$ cat src/rtl/cv32e40p_pkg.sv
`default_nettype none
// +----------------------------------------------------------------------+
// | cv32e40p_pkg : writeback requester ids, request struct and helpers   |
// | Revision     : 1.0                                                   |
// +----------------------------------------------------------------------+
package cv32e40p_pkg;

    localparam int unsigned WB_ADDR_WIDTH = 6;
    localparam int unsigned WB_DATA_WIDTH = 32;

    typedef enum logic [1:0] {
        REQ_EX  = 2'd0,
        REQ_LSU = 2'd1,
        REQ_APU = 2'd2
    } wb_requester_e;

    typedef struct packed {
        logic                     valid;
        logic [WB_ADDR_WIDTH-1:0] waddr;
        logic [WB_DATA_WIDTH-1:0] wdata;
    } wb_req_t;

    // Register 0 is hardwired: a handshake to it completes but never writes.
    function automatic logic wb_writes_rf(input logic [WB_ADDR_WIDTH-1:0] waddr);
        return waddr != '0;
    endfunction

endpackage
`default_nettype wire

$ cat src/rtl/cv32e40p_rf_wb_fifo.sv
`default_nettype none
// +----------------------------------------------------------------------+
// | cv32e40p_rf_wb_fifo : power-of-two FIFO buffering APU writebacks     |
// | Revision            : 1.0                                            |
// +----------------------------------------------------------------------+
module cv32e40p_rf_wb_fifo #(
    parameter int unsigned DEPTH = 2,
    parameter int unsigned WIDTH = 38
) (
    input  logic             clk,
    input  logic             rst_n,
    input  logic             push_i,
    input  logic [WIDTH-1:0] wdata_i,
    input  logic             pop_i,
    output logic [WIDTH-1:0] rdata_o,
    output logic             full_o,
    output logic             empty_o
);

    localparam int unsigned   PTR_W   = $clog2(DEPTH);
    localparam logic [PTR_W:0] PTR_ONE = (PTR_W+1)'(1);

    // Pointers carry one extra wrap bit to tell full from empty.
    logic [PTR_W:0]   wr_ptr_q, wr_ptr_d;
    logic [PTR_W:0]   rd_ptr_q, rd_ptr_d;
    logic [WIDTH-1:0] mem_q [DEPTH];
    logic [WIDTH-1:0] mem_d [DEPTH];
    logic             do_push;
    logic             do_pop;

    assign empty_o = (wr_ptr_q == rd_ptr_q);
    assign full_o  = (wr_ptr_q[PTR_W] != rd_ptr_q[PTR_W]) &&
                     (wr_ptr_q[PTR_W-1:0] == rd_ptr_q[PTR_W-1:0]);
    assign do_push = push_i && !full_o;
    assign do_pop  = pop_i && !empty_o;
    assign rdata_o = mem_q[rd_ptr_q[PTR_W-1:0]];

    always_comb begin
        wr_ptr_d = wr_ptr_q;
        rd_ptr_d = rd_ptr_q;
        mem_d    = mem_q;
        if (do_push) begin
            mem_d[wr_ptr_q[PTR_W-1:0]] = wdata_i;
            wr_ptr_d                   = wr_ptr_q + PTR_ONE;
        end
        if (do_pop) begin
            rd_ptr_d = rd_ptr_q + PTR_ONE;
        end
    end

    always_ff @(posedge clk or negedge rst_n) begin
        if (!rst_n) begin
            wr_ptr_q <= '0;
            rd_ptr_q <= '0;
        end else begin
            wr_ptr_q <= wr_ptr_d;
            rd_ptr_q <= rd_ptr_d;
        end
    end

    always_ff @(posedge clk) begin
        mem_q <= mem_d;
    end

endmodule
`default_nettype wire

$ cat src/rtl/cv32e40p_rf_wb_arbiter.sv
`default_nettype none
// +----------------------------------------------------------------------+
// | cv32e40p_rf_wb_arbiter : EX owns write port A; LSU and buffered APU  |
// | results share port B round-robin. APU path: CV32E40P_RF_WB_APU_EN.   |
// | Revision               : 1.0                                         |
// +----------------------------------------------------------------------+
module cv32e40p_rf_wb_arbiter
    import cv32e40p_pkg::*;
#(
    parameter int unsigned ADDR_WIDTH     = 6,
    parameter int unsigned DATA_WIDTH     = 32,
    parameter int unsigned APU_FIFO_DEPTH = 2
) (
    input  logic                  clk,
    input  logic                  rst_n,
    input  logic                  ex_valid_i,
    output logic                  ex_ready_o,
    input  logic [ADDR_WIDTH-1:0] ex_waddr_i,
    input  logic [DATA_WIDTH-1:0] ex_wdata_i,
    input  logic                  lsu_valid_i,
    output logic                  lsu_ready_o,
    input  logic [ADDR_WIDTH-1:0] lsu_waddr_i,
    input  logic [DATA_WIDTH-1:0] lsu_wdata_i,
    input  logic                  apu_valid_i,
    output logic                  apu_ready_o,
    input  logic [ADDR_WIDTH-1:0] apu_waddr_i,
    input  logic [DATA_WIDTH-1:0] apu_wdata_i,
    output logic [ADDR_WIDTH-1:0] waddr_a_o,
    output logic [DATA_WIDTH-1:0] wdata_a_o,
    output logic                  we_a_o,
    output logic [ADDR_WIDTH-1:0] waddr_b_o,
    output logic [DATA_WIDTH-1:0] wdata_b_o,
    output logic                  we_b_o,
    output logic                  apu_fifo_full_o
);

    // Requests travel as package-sized structs; keep widths within them.
    wb_req_t lsu_req;
    wb_req_t apu_req;
    wb_req_t b_req;
    logic    grant_lsu;
    logic    grant_apu;
    logic    ex_fire;

    logic [ADDR_WIDTH-1:0] waddr_a_q, waddr_a_d;
    logic [DATA_WIDTH-1:0] wdata_a_q, wdata_a_d;
    logic                  we_a_q,    we_a_d;
    logic [ADDR_WIDTH-1:0] waddr_b_q, waddr_b_d;
    logic [DATA_WIDTH-1:0] wdata_b_q, wdata_b_d;
    logic                  we_b_q,    we_b_d;

    assign lsu_req.valid = lsu_valid_i;
    assign lsu_req.waddr = WB_ADDR_WIDTH'(lsu_waddr_i);
    assign lsu_req.wdata = WB_DATA_WIDTH'(lsu_wdata_i);

`ifdef CV32E40P_RF_WB_APU_EN
    logic                             fifo_full;
    logic                             fifo_empty;
    logic [ADDR_WIDTH+DATA_WIDTH-1:0] fifo_rdata;
    wb_requester_e                    last_grant_q, last_grant_d;

    cv32e40p_rf_wb_fifo #(
        .DEPTH (APU_FIFO_DEPTH),
        .WIDTH (ADDR_WIDTH + DATA_WIDTH)
    ) u_apu_fifo (
        .clk     (clk),
        .rst_n   (rst_n),
        .push_i  (apu_valid_i),
        .wdata_i ({apu_waddr_i, apu_wdata_i}),
        .pop_i   (grant_apu),
        .rdata_o (fifo_rdata),
        .full_o  (fifo_full),
        .empty_o (fifo_empty)
    );

    assign apu_ready_o     = !fifo_full;
    assign apu_fifo_full_o = fifo_full;
    assign apu_req.valid   = !fifo_empty;
    assign apu_req.waddr   = WB_ADDR_WIDTH'(fifo_rdata[DATA_WIDTH +: ADDR_WIDTH]);
    assign apu_req.wdata   = WB_DATA_WIDTH'(fifo_rdata[DATA_WIDTH-1:0]);

    always_comb begin
        grant_lsu = lsu_req.valid;
        grant_apu = apu_req.valid;
        if (lsu_req.valid && apu_req.valid) begin
            grant_lsu = (last_grant_q != REQ_LSU);
            grant_apu = (last_grant_q == REQ_LSU);
        end
        last_grant_d = last_grant_q;
        if (grant_lsu) begin
            last_grant_d = REQ_LSU;
        end else if (grant_apu) begin
            last_grant_d = REQ_APU;
        end
    end

    // Reset to APU so the LSU takes the first tie.
    always_ff @(posedge clk or negedge rst_n) begin
        if (!rst_n) begin
            last_grant_q <= REQ_APU;
        end else begin
            last_grant_q <= last_grant_d;
        end
    end
`else
    logic unused_apu;

    assign unused_apu      = ^{apu_valid_i, apu_waddr_i, apu_wdata_i, (APU_FIFO_DEPTH > 0)};
    assign apu_ready_o     = 1'b0;
    assign apu_fifo_full_o = 1'b0;
    assign apu_req         = '0;
    assign grant_lsu       = lsu_req.valid;
    assign grant_apu       = 1'b0;
`endif

    assign lsu_ready_o = grant_lsu;

    always_comb begin
        b_req = '0;
        if (grant_lsu) begin
            b_req = lsu_req;
        end else if (grant_apu) begin
            b_req = apu_req;
        end
    end

    // EX yields only when port B writes the same real register this cycle.
    assign ex_ready_o = !(ex_valid_i && b_req.valid &&
                          (b_req.waddr == WB_ADDR_WIDTH'(ex_waddr_i)) &&
                          wb_writes_rf(WB_ADDR_WIDTH'(ex_waddr_i)));
    assign ex_fire    = ex_valid_i && ex_ready_o;

    always_comb begin
        we_a_d    = 1'b0;
        waddr_a_d = waddr_a_q;
        wdata_a_d = wdata_a_q;
        if (ex_fire) begin
            we_a_d    = wb_writes_rf(WB_ADDR_WIDTH'(ex_waddr_i));
            waddr_a_d = ex_waddr_i;
            wdata_a_d = ex_wdata_i;
        end
        we_b_d    = 1'b0;
        waddr_b_d = waddr_b_q;
        wdata_b_d = wdata_b_q;
        if (b_req.valid) begin
            we_b_d    = wb_writes_rf(b_req.waddr);
            waddr_b_d = ADDR_WIDTH'(b_req.waddr);
            wdata_b_d = DATA_WIDTH'(b_req.wdata);
        end
    end

    always_ff @(posedge clk or negedge rst_n) begin
        if (!rst_n) begin
            waddr_a_q <= '0;
            wdata_a_q <= '0;
            we_a_q    <= 1'b0;
            waddr_b_q <= '0;
            wdata_b_q <= '0;
            we_b_q    <= 1'b0;
        end else begin
            waddr_a_q <= waddr_a_d;
            wdata_a_q <= wdata_a_d;
            we_a_q    <= we_a_d;
            waddr_b_q <= waddr_b_d;
            wdata_b_q <= wdata_b_d;
            we_b_q    <= we_b_d;
        end
    end

    assign waddr_a_o = waddr_a_q;
    assign wdata_a_o = wdata_a_q;
    assign we_a_o    = we_a_q;
    assign waddr_b_o = waddr_b_q;
    assign wdata_b_o = wdata_b_q;
    assign we_b_o    = we_b_q;

endmodule
`default_nettype wire

$ cat config.mk
export PLATFORM = sky130hd
export DESIGN_NAME = cv32e40p_rf_wb_arbiter
export DESIGN_NICKNAME = d
export VERILOG_FILES = /design/src/rtl/cv32e40p_pkg.sv /design/src/rtl/cv32e40p_rf_wb_fifo.sv /design/src/rtl/cv32e40p_rf_wb_arbiter.sv
export SDC_FILE = /design/constraint.sdc
export NUM_CORES = 1
export LEC_CHECK = 0
export ABC_AREA = 1
export BUFFER_PORTS_ARGS = -buffer_cell sky130_fd_sc_hd__buf_2
export CORE_MARGIN = 1
export CORE_UTILIZATION = 46
export CTS_CLUSTER_SIZE = 24
export DETAILED_ROUTE_END_ITERATION = 12
export PLACE_DENSITY = 0.85
export SLEW_MARGIN = 20
export SYNTH_ARGS = -nofsm -noshare
export SYNTH_HDL_FRONTEND = slang
export SYNTH_SLANG_ARGS = --single-unit
export TNS_END_PERCENT = 100
$ cat constraint.sdc
create_clock -name clk -period 2.5 [get_ports clk]
set_clock_uncertainty 0.15 [all_clocks]
set_input_delay 0.25 -clock clk [delete_from_list [all_inputs] [get_ports clk]]
set_output_delay 0.25 -clock clk [all_outputs]
set_load 0.02 [all_outputs]
---- Word-level counts from Yosys, hierarchy flattened ----
Index checks and enable logic that the tools add are counted.
operators by class
  equality and inequality tests ........... 1
  reductions and logical operators ........ 7
  muxes and demuxes ....................... 3
operator list
  operator             count
  $mux W39             1
  $reduce_bool A6 Y1   2
  $eq A6 B6 Y1         1
  $logic_and A1 B1 Y1  4
  $mux W1              2
  $logic_not A1 Y1     1
word-level totals
  bits of input ports ..................... 119
  output and inout port bits .............. 82
  word-level logic and storage cells ...... 17
  register bits ........................... 78

---- Logic depth before layout (Yosys ltp) ----
Gate-level depths: netlist of run 1.
  depth after elaboration ................. 7
  gate-level depth with buffers ........... 11
  mapped depth without buffers ............ 8

---- Worst setup path before layout of run 1 ----
OpenSTA, ideal clock, no wires.
  path type ............................... input -> register
  from .................................... input port lsu_valid_i
  to ...................................... register wdata_a_q[10], in the netlist wdata_a_o[10]
  slack ................................... 1071 ps
  arrival ................................. 1162 ps
  cell stages on the path ................. 11
  data required time ...................... 2233 ps
  setup time .............................. 117 ps
  cell sequence ........................... buf_4 -> nand2_1 -> nand2_1 -> nand2_1 -> nand3_2 -> inv_1 -> nand3_2 -> buf_6 -> buf_6 -> nand3_1 -> nand2_1
on the way
  word-level cells in the longest chain between the ends .. 6
  elaborated cells between the ends (all ways) .. 7
RTL lines
  item                                                        line                                                          RTL
  start: declaration                                          cv32e40p_rf_wb_arbiter.sv:20                                  input logic lsu_valid_i,
  $mux W39 (*)                                                cv32e40p_rf_wb_arbiter.sv:120                                 if (grant_lsu) begin
  $eq A6 B6 Y1 / $logic_and A1 B1 Y1 (equally long branches)  cv32e40p_rf_wb_arbiter.sv:129, cv32e40p_rf_wb_arbiter.sv:128
  $logic_and A1 B1 Y1 (*)                                     cv32e40p_rf_wb_arbiter.sv:128                                 assign ex_ready_o = !(ex_valid_i && b_req.valid &&
  $logic_and A1 B1 Y1 (*)                                     cv32e40p_rf_wb_arbiter.sv:129                                 (b_req.waddr == WB_ADDR_WIDTH'(ex_waddr_i)) &&
  $logic_not A1 Y1 (*)                                        cv32e40p_rf_wb_arbiter.sv:128
  $logic_and A1 B1 Y1 (*)                                     cv32e40p_rf_wb_arbiter.sv:131                                 assign ex_fire = ex_valid_i && ex_ready_o;
  end signal: assignment                                      cv32e40p_rf_wb_arbiter.sv:162                                 wdata_a_q <= wdata_a_d;
  end: declaration                                            cv32e40p_rf_wb_arbiter.sv:46                                  logic [DATA_WIDTH-1:0] wdata_a_q, wdata_a_d;
Mark *: on every way between the ends. The rest lies on a longest branch, timed or not.
A chain may end at the register's enable or synchronous reset.

---- Worst setup path after layout of run 1 ----
  from .................................... input port lsu_valid_i
  to ...................................... output port ex_ready_o
on the way
  word-level cells in the longest chain between the ends .. 5
  elaborated cells between the ends (all ways) .. 6
RTL lines
  item                                                        line                                                          RTL
  $mux W39 (*)                                                cv32e40p_rf_wb_arbiter.sv:120
  $eq A6 B6 Y1 / $logic_and A1 B1 Y1 (equally long branches)  cv32e40p_rf_wb_arbiter.sv:129, cv32e40p_rf_wb_arbiter.sv:128
  $logic_and A1 B1 Y1 (*)                                     cv32e40p_rf_wb_arbiter.sv:128
  $logic_and A1 B1 Y1 (*)                                     cv32e40p_rf_wb_arbiter.sv:129
  $logic_not A1 Y1 (*)                                        cv32e40p_rf_wb_arbiter.sv:128
  end: declaration                                            cv32e40p_rf_wb_arbiter.sv:17                                  output logic ex_ready_o,
Marks and branches as above.

==> results of run 1 <==
[sequential cells by signal, summed over array words and instances (netlist names)]
signal     count
wdata_a_o     32
wdata_b_o     32
waddr_a_o      6
waddr_b_o      6
we_a_o         1
we_b_o         1
[per-layer routing]
| layer | vias to the layer above | routed length, um | GRT usage [%] |
|---|---|---|---|
| met5 | - | 0 | 0 |
| met2 | 145 | 4670 | 46.0 |
| met3 | 19 | 569 | 5.45 |
| li1 | 1417 | - | - |
| met4 | 0 | 163 | 9.39 |
| met1 | 1392 | 3570 | 30.2 |
[kinds of logic (layout without fill, tap and decap cells)]
family | count (synthesis) | count (layout) | share of synthesized area (%)
AO/OA/AOI/OAI | 7 | 7 | 1.29
AND/OR/NAND/NOR | 151 | 151 | 20.4
buffers and inverters | 37 | 258 | 6.05
multiplexers | 32 | 32 | 11.3
other | 1 | 2 | 0.117
flip-flops | 78 | 78 | 60.9
[metrics by stage]
step / power, mW / std cells / setup slack [ps] / util (%)
after global placement: 2.01 / 531 / 531 / 59.6
after floorplan: 1.79 / 307 / 1070 / -
after CTS: 3.00 / 608 / 566 / 71.7
final: 2.98 / 608 / 560 / 71.7
after global routing: 3.11 / 608 / 488 / 71.7
after detailed placement: 2.04 / 531 / 439 / 59.6
[cells in the final DEF (no fill, tap or decap), types with 2 or more instances in the layout]
cell type	synthesis	final
buf_2	8	158
nand2_1	96	96
dfrtp_1	78	78
dlygate4sd3_1	0	64
nand3_1	44	44
mux2_2	32	32
inv_1	17	17
clkbuf_8	0	10
o21ai_0	6	6
buf_4	4	5
nor2_1	4	4
nand3_2	3	3
nor2_2	2	2
conb_1	1	2
[layout make-up]
| cell class | instances | area share [%] |
|---|---|---|
| multi-input combinational | 192 | 21.9 |
| clock inverter | 2 | 0.724 |
| timing repair buffer | 228 | 30.7 |
| tap | 80 | 2.07 |
| clock buffer | 11 | 2.92 |
| sequential | 78 | 40.3 |
| inverter | 17 | 1.32 |
[worst paths after layout]
check | end | slack (ps) | cells after the start
setup reg to reg | wdata_b_o[5] | 1560 | 1
max in group asynchronous | wdata_a_o[19] | 1550 | 3
min in group asynchronous | wdata_a_o[7] | 310 | 3
setup / recovery | ex_ready_o | 560 | 7
hold reg to reg | wdata_a_o[11] | 320 | 2
hold / removal | waddr_b_o[1] | 30 | 3
[where the power goes]
part	internal [mW]	switching (mW)	total [mW]
clock network	0.471	0.406	0.876
logic	0.284	0.374	0.659
registers	1.38	0.0619	1.44
total	2.14	0.842	2.98
[worst max-delay path: cells and delay by family]
kind | cells | cell delay, ps
AND/OR/NAND/NOR | 5 | 730
buffers and inverters | 2 | 560
[repair_timing]
item / in CTS / in global routing
buffers inserted: 0 / 0
hold buffers: 64 / 0
hold endpoints to repair: 141 / 0
==> flow_summary.yaml, run 1 <==
status:
  outcome: "finished clean"
clocking:
  cts.htree.levels: 3
  clkLatencyLatePin_ps: 340
  clockRootBuffer: "clkbuf_8"
  cts_tree: "built"
  cts.clk_slew.worst_paths_ps: 70
  cts-buffers-inserted: 9
  cts_buffer_depth: 2
  ctsResizeCount: 0
  clock_sinks: 78
setup_path:
  critPathLaunchType: "input pin"
  slowest_stage: "buf_2"
  path_cells: "buf_2, nand2_1, nand2_1, nand2_1, nor2_2, nand3_2, buf_2"
  worst_path_largest_cell_delay_ps: 310
  cp.required_ps: 2100
  cp-startpoint: "lsu_valid_i"
  r2r_start: "wdata_b_o[5]"
  worstSetupPathType: "input pin to output pin"
  worstPathArrival_ps: 1540
  cp_common_cell: "nand2_1"
  endpoint_kind: "output pin"
  crit_fanout: 20
floorplanning:
  fp.dieH_um: 85.4
  die_area_um2: 7300
  die_w_um: 85.4
  core_area_um2: 6760
  num_io_pins: 201
  start_util_pct: 47.4
  fp-row-count: 30
hold_path:
  hp-start: "lsu_waddr_i[1]"
  hold_class: "input pin to flip-flop"
routing:
  drtAntennaViolNets: 0
  vias_per_cell: 4.89
  wl_per_cell_um: 14.8
  first_pass_iters: 4
  num_vias: 2973
  drc_errors: 0
  drtIter0Drc: 107
  drt-total-wl_um: 8970
layout:
  fin_area_um2: 4840
  area_growth_pct: 51.2
  fill_cells: 502
  nNetsFinal: 645
  antenna_cells: 0
  drive_above_1_share_pct: 40.5
  multi_input_area_um2: 1060
  layout.area.seq_um2: 1950
sta:
  final.period_utilization_pct: 77.6
  min_period_ps: 1940
  hold_viol: 0
  setup-tns-final_ps: 0
  worst_hold_slack_ps: 31.5
  max_freq_ghz: 0.515
  rsz0062_at_grt: "no"
  setup_viol: 0
  maxSlewViolCount: 0
logic_synthesis:
  postSynthRegisterBits: 78
  synth_enable_flop_cells: 0
  ys_seq_area_share_pct: 60.9
  synth_most_common_cell: "nand2_1"
  syn-mean-instance-area_um2: 10.5
  yosys.area.top_type: "dfrtp_1"
  synthesis.instances: 306
  netlist_top_cells_count: "96 x nand2_1, 78 x dfrtp_1, 44 x nand3_1, 32 x mux2_2, 17 x inv_1"
  yosysWarningCount: 0
  ys_top_cells_by_area: "dfrtp_1 61%, mux2_2 11%, nand2_1 11%"
  synthArstFlopShare_pct: 100
  synth_ff_type: "dfrtp_1"
  synth_cell_types: 18
  synth_area_um2: 3200
  synth_top_area_share_pct: 60.9
pwr:
  vdd_drop_max_v: 0.000387
  power_density_nw_per_um2: 615
  cellLeakagePower_nw: 2.61
global_route:
  grt_max_degree: 79
  grt_first_pass_wirelength_um: 14300
  antenna_found_initial: 0
  grt.total_usage_pct: 25.6
  grt_pass1_vias: 3006
  grt-ovfl-total: 0
placement:
  gp_congestion: 0.761
  portBuffers: 159
  place_area_um2: 4030
  dp_hpwl_um: 5180
flow_run:
  cap_violations: 0
(Power assumes the default switching activity.)
==> run 2: changes to the inputs <==
- CORE_UTILIZATION: 46 -> 43
- PLACE_DENSITY: 0.85 -> 0.81
- clock period: 2.5 -> 2 ns (I/O delays scaled with it)
==> run 2 against run 1 <==
Non-clock buffer count up 14. Setup slack got worse by 470 ps. First-iteration DRC count is 23% lower. Hold slack worse by 24 ps. Sequential power grew 25%. Die area increased by 6.8%. Global-route usage fell by 3.3 points. Power up 23%. Critical path depth rose by 2. Largest cell class unchanged.
==> flow_summary.yaml, run 2 (synthesis gave the netlist of run 1 again) <==
status:
  outcome: "finished clean"
routing:
  drtIter0Drc: 82
  m1WireLength_um: 3500
  first_pass_iters: 4
  wl_per_cell_um: 13.7
  num_vias: 2983
  met2_length_um: 4660
  drc_errors: 0
  vias_per_cell: 4.63
  drtAntennaViolNets: 0
  top_layer_used: "met4"
  dr_wl_met3_um: 501
  drt-total-wl_um: 8840
setup_path:
  rr_endpoint: "wdata_b_o[0]"
  worstRegToRegCells: 1
  r2r_slack_ps: 1060
  path_buf_inv: 4
  r2r_start: "wdata_b_o[0]"
  crit_fanout: 5
  worst_path_largest_cell_delay_ps: 540
  endpoint_kind: "output pin"
  critPathLaunchType: "input pin"
  cp_common_cell: "nand2_1"
  cp.required_ps: 1650
  worstPathArrival_ps: 1560
  worstSetupPathType: "input pin to output pin"
  slowest_stage: "dlygate4sd3_1"
  path_delay_family: "buffers and inverters"
  path_cells: "dlygate4sd3_1, buf_2, nand2_1, nand2_1, nand2_1, nand3_2, inv_1, nand3_4, buf_4"
layout:
  drive_above_1_share_pct: 40.7
  final_util_pct: 69.4
  fin_cells: 644
  antenna_cells: 0
  nNetsFinal: 659
  final_common_cell: "buf_2"
  area_growth_pct: 56.3
  fin_area_um2: 5000
  layout_common_cells: "157 x buf_2, 96 x nand2_1, 78 x dfrtp_1"
pwr:
  vdd_drop_max_v: 0.000578
  power_mw: 3.65
  cellLeakagePower_nw: 2.66
  power_density_nw_per_um2: 730
global_route:
  grt_first_pass_wirelength_um: 13100
  grt_pass1_vias: 2876
  grt-ovfl-total: 0
  grt.total_usage_pct: 22.4
  antenna_found_initial: 0
  grt_max_degree: 47
placement:
  placed_cells: 552
  dp_slack_ps: 185
  dp_hpwl_um: 5330
  portBuffers: 159
  gp_congestion: 0.816
  place_area_um2: 4080
sta:
  maxSlewViolCount: 0
  worst_hold_slack_ps: 7.15
  min_period_ps: 1910
  setup_viol: 0
  setup-tns-final_ps: 0
  worst_pin_slew_ps: 590
  rsz0062_at_grt: "no"
  hold_viol: 0
  max_freq_ghz: 0.524
  setup_ws_ps: 90.0
  slew_headroom_pct: 60.7
  final.period_utilization_pct: 95.5
clocking:
  clockRootBuffer: "clkbuf_8"
  cts.htree.levels: 3
  cts.clk_slew.worst_paths_ps: 80
  clock_sinks: 78
  clkLatencyLatePin_ps: 330
  cts_buffer_depth: 2
  cts_tree: "built"
  cts-buffers-inserted: 9
floorplanning:
  core_area_um2: 7210
  die_area_um2: 7800
  start_util_pct: 44.4
  die_w_um: 88.3
  fp-row-count: 31
  num_io_pins: 201
  fp.dieH_um: 88.3
flow_run:
  cap_violations: 0
hold_path:
  worstHoldPathCells: 3
  hp-start: "lsu_waddr_i[0]"
  hold_class: "input pin to flip-flop"
  holdPathEnd: "waddr_b_o[0]"
==> run 2: cell count changes in the layout (fill, tap and decap cells not counted) <==
cell           delta
buf_12            +1
clkinv_4          +1
bufinv_16         -1
nand3_2           -1
clkbuf_1          +1
buf_4             +6
clkbuf_8          -1
nand3_4           +1
dlygate4sd3_1     +8
clkinvlp_4        +3
buf_2             -1
==> run 2: worst min-delay path: stages <==
cell	delay [ps]
buf_2	90
nand2_1	90
o21ai_0	90
==> run 2: report_power, final <==
group | leakage, nW | internal (mW) | total, mW | switching, mW
Combinational | 1.65 | 0.370 | 0.840 | 0.469
Sequential | 0.931 | 1.72 | 1.80 | 0.0732
Clock | 0.0755 | 0.451 | 1.01 | 0.563
Total | 2.66 | 2.55 | 3.65 | 1.11
==> run 2: what timing repair did <==
item / 4_1_cts / 5_1_grt
hold buffers: 72 / 0
endpoints found under the setup margin: 0 / 1
endpoints found under the hold margin: 117 / 0
buffers inserted: 0 / 4
gates resized for setup: 0 / 2
==> run 2: worst max path at each step <==
stage	from	endpoint	slack, ps	cells after the start
after floorplan	lsu_valid_i	wdata_a_o[10]	620	11
after global placement	lsu_valid_i	wdata_a_o[7]	240	9
after detailed placement	lsu_valid_i	wdata_a_o[10]	180	9
after CTS	lsu_waddr_i[4]	ex_ready_o	30	9
after global routing	lsu_waddr_i[4]	ex_ready_o	9	9
final	lsu_waddr_i[1]	ex_ready_o	90	9
==> run 2: layout make-up <==
class,count,area (um2)
multi-input combinational,192,1070
clock inverter,5,36.3
inverter,17,63.8
tap,99,124
clock buffer,11,131
fill,548,2210
sequential,78,1950
timing repair buffer,242,1630
==> run 2: per-layer routing <==
layer / global-route usage, % / vias to the layer above
li1: - / 1453
met3: 5.22 / 16
met1: 24.9 / 1402
met4: 8.36 / 0
met5: 0 / -
met2: 41.4 / 112
==> run 3: changes to the inputs <==
- BUFFER_PORTS_ARGS: -buffer_cell sky130_fd_sc_hd__buf_2 -> unset
- CORE_UTILIZATION: 43 -> 46
- DONT_BUFFER_PORTS: unset -> 1
- PLACE_DENSITY: 0.81 -> 0.61
- REMOVE_ABC_BUFFERS: unset -> 1
==> run 3 against run 2 <==
The flow now finishes with violations (hold timing). Sequential share of layout area up 5.9 points. Hold slack worse by 620 ps. Register-to-register slack worse by 480 ps. Largest cell class unchanged. Sequential cell count unchanged. Via count down 16%.
==> flow_summary.yaml, run 3 (synthesis gave the netlist of run 1 again) <==
routing:
  drtAntennaViolNets: 0
  drtIter0Drc: 178
  first_pass_iters: 4
  vias_per_cell: 5.34
  wl_per_cell_um: 17.3
  drt-total-wl_um: 8170
  num_vias: 2514
  drc_errors: 0
sta:
  final.period_utilization_pct: 98.4
  maxSlewViolCount: 0
  hold_viol: 78
  worst_hold_slack_ps: -609
  setup_ws_ps: 32.1
  max_freq_ghz: 0.508
  min_period_ps: 1970
  setup_viol: 0
layout:
  antenna_cells: 0
  final_util_pct: 64.3
  area_growth_pct: 35.6
  final_common_cell: "nand2_1"
  nNetsFinal: 507
  drive_above_1_share_pct: 15.9
  fill_cells: 526
  layout_common_cells: "95 x nand2_1, 81 x dlygate4sd3_1, 78 x dfrtp_1"
hold_path:
  hold_class: "input pin to async pin"
clocking:
  cts.clk_slew.worst_paths_ps: 80
  clkLatencyLatePin_ps: 350
  cts-buffers-inserted: 9
  cts.htree.levels: 3
  cts_buffer_depth: 2
  cts_tree: "built"
  clock_sinks: 78
  clockRootBuffer: "clkbuf_8"
floorplanning:
  num_io_pins: 201
  core_area_um2: 6760
  start_util_pct: 47.4
  die_w_um: 85.4
  fp-row-count: 30
  die_area_um2: 7300
  fp.dieH_um: 85.4
global_route:
  grt-ovfl-total: 0
  grt_pass1_vias: 2482
  antenna_found_initial: 0
  grt_first_pass_wirelength_um: 12500
  grt_max_degree: 79
  grt.total_usage_pct: 22.4
setup_path:
  worstRegToRegCells: 3
  cp-startpoint: "lsu_waddr_i[4]"
  r2r_slack_ps: 580
  r2r_start: "waddr_b_o[1]"
  rr_endpoint: "waddr_b_o[1]"
  crit_fanout: 6
  critPathCapture: "wdata_a_o[15]"
  worstSetupPathType: "input pin to flip-flop"
  worstPathArrival_ps: 2050
  cp.required_ps: 2080
  endpoint_kind: "flip-flop"
  critPathLaunchType: "input pin"
pwr:
  cellLeakagePower_nw: 2.10
  vdd_drop_max_v: 0.000427
  power_density_nw_per_um2: 788
placement:
  gp_congestion: 0.721
  portBuffers: 0
  dp_hpwl_um: 4220
  dp_slack_ps: 444
status:
  violations: "hold timing"
  outcome: "finished, violations left"
flow_run:
  cap_violations: 0
[run 3: cell types whose count changed in the layout (fill, tap and decap cells not counted), sizes merged]
cell / previous run / this run
clkinvlp: 3 / 0
buf: 170 / 5
dlymetal6s4s: 0 / 1
inv: 17 / 18
clkbuf: 11 / 13
dlygate4sd3: 72 / 81
clkinv: 2 / 3
[run 3: where the power goes]
group	switching, mW	total [mW]	internal, mW
Clock	0.545	1.01	0.469
Sequential	0.298	2.02	1.72
Combinational	0.155	0.389	0.234
[run 3: worst min-delay path by stage]
| stage | start | endpoint | slack [ps] | cells past startpoint |
|---|---|---|---|---|
| 6_report | rst_n | wdata_a_o[31] | -610 | 0 |
| 5_1_grt | rst_n | waddr_a_o[1] | -640 | 0 |
| 4_1_cts | rst_n | waddr_a_o[1] | -630 | 0 |
| 3_5_place_dp | rst_n | wdata_a_o[31] | -240 | 0 |
| 3_3_place_gp | rst_n | wdata_a_o[31] | -240 | 0 |
| 2_1_floorplan | rst_n | waddr_a_o[0] | -250 | 0 |
[run 3: per-stage QoR]
step | cell area [um2] | cells | TNS (ps) | total power [mW]
2_1_floorplan | 3080 | 287 | 0 | 2.20
5_1_grt | 4340 | 471 | -17.4 | 3.59
4_1_cts | 4240 | 467 | 0 | 3.45
6_report | 4340 | 471 | 0 | 3.42
3_5_place_dp | 3220 | 369 | 0 | 2.26
3_3_place_gp | 3220 | 369 | 0 | 2.25
[run 3: per-layer routing]
| metal | vias to the layer above | global-route usage, % | share of wire, % |
|---|---|---|---|
| li1 | 1142 | - | - |
| met1 | 1229 | 27.6 | 39 |
| met2 | 132 | 35.1 | 49 |
| met3 | 11 | 9.63 | 9.9 |
| met4 | 0 | 8.48 | 1.7 |
| met5 | - | 0 | 0 |
[run 3: timing repair]
action / in CTS / in global routing
setup buffers: 0 / 1
hold buffers: 84 / 1
setup endpoints to repair: 0 / 5
gates resized for setup: 0 / 6
endpoints found under the hold margin: 156 / 79
[run 3: cell type report]
| type | instances | area [um2] | area share [%] |
|---|---|---|---|
| well taps | 80 | 100 | 2.30 |
| repair buffers | 90 | 986 | 22.7 |
| multi-input cells | 192 | 1080 | 24.9 |
| clock buffers | 10 | 138 | 3.17 |
| clock inverters | 4 | 23.8 | 0.547 |
| inverters | 17 | 63.8 | 1.47 |
| flip-flops and latches | 78 | 1950 | 44.9 |
[run 3: critical path, stage by stage]
cell	delay, ps
dlygate4sd3_1	540
nand2_1	100
nand2_1	60
nand2_1	60
nand3_2	100
inv_2	80
nand3_4	90
buf_12	150
nand3_2	50
dlygate4sd3_1	540
nand2_1	70
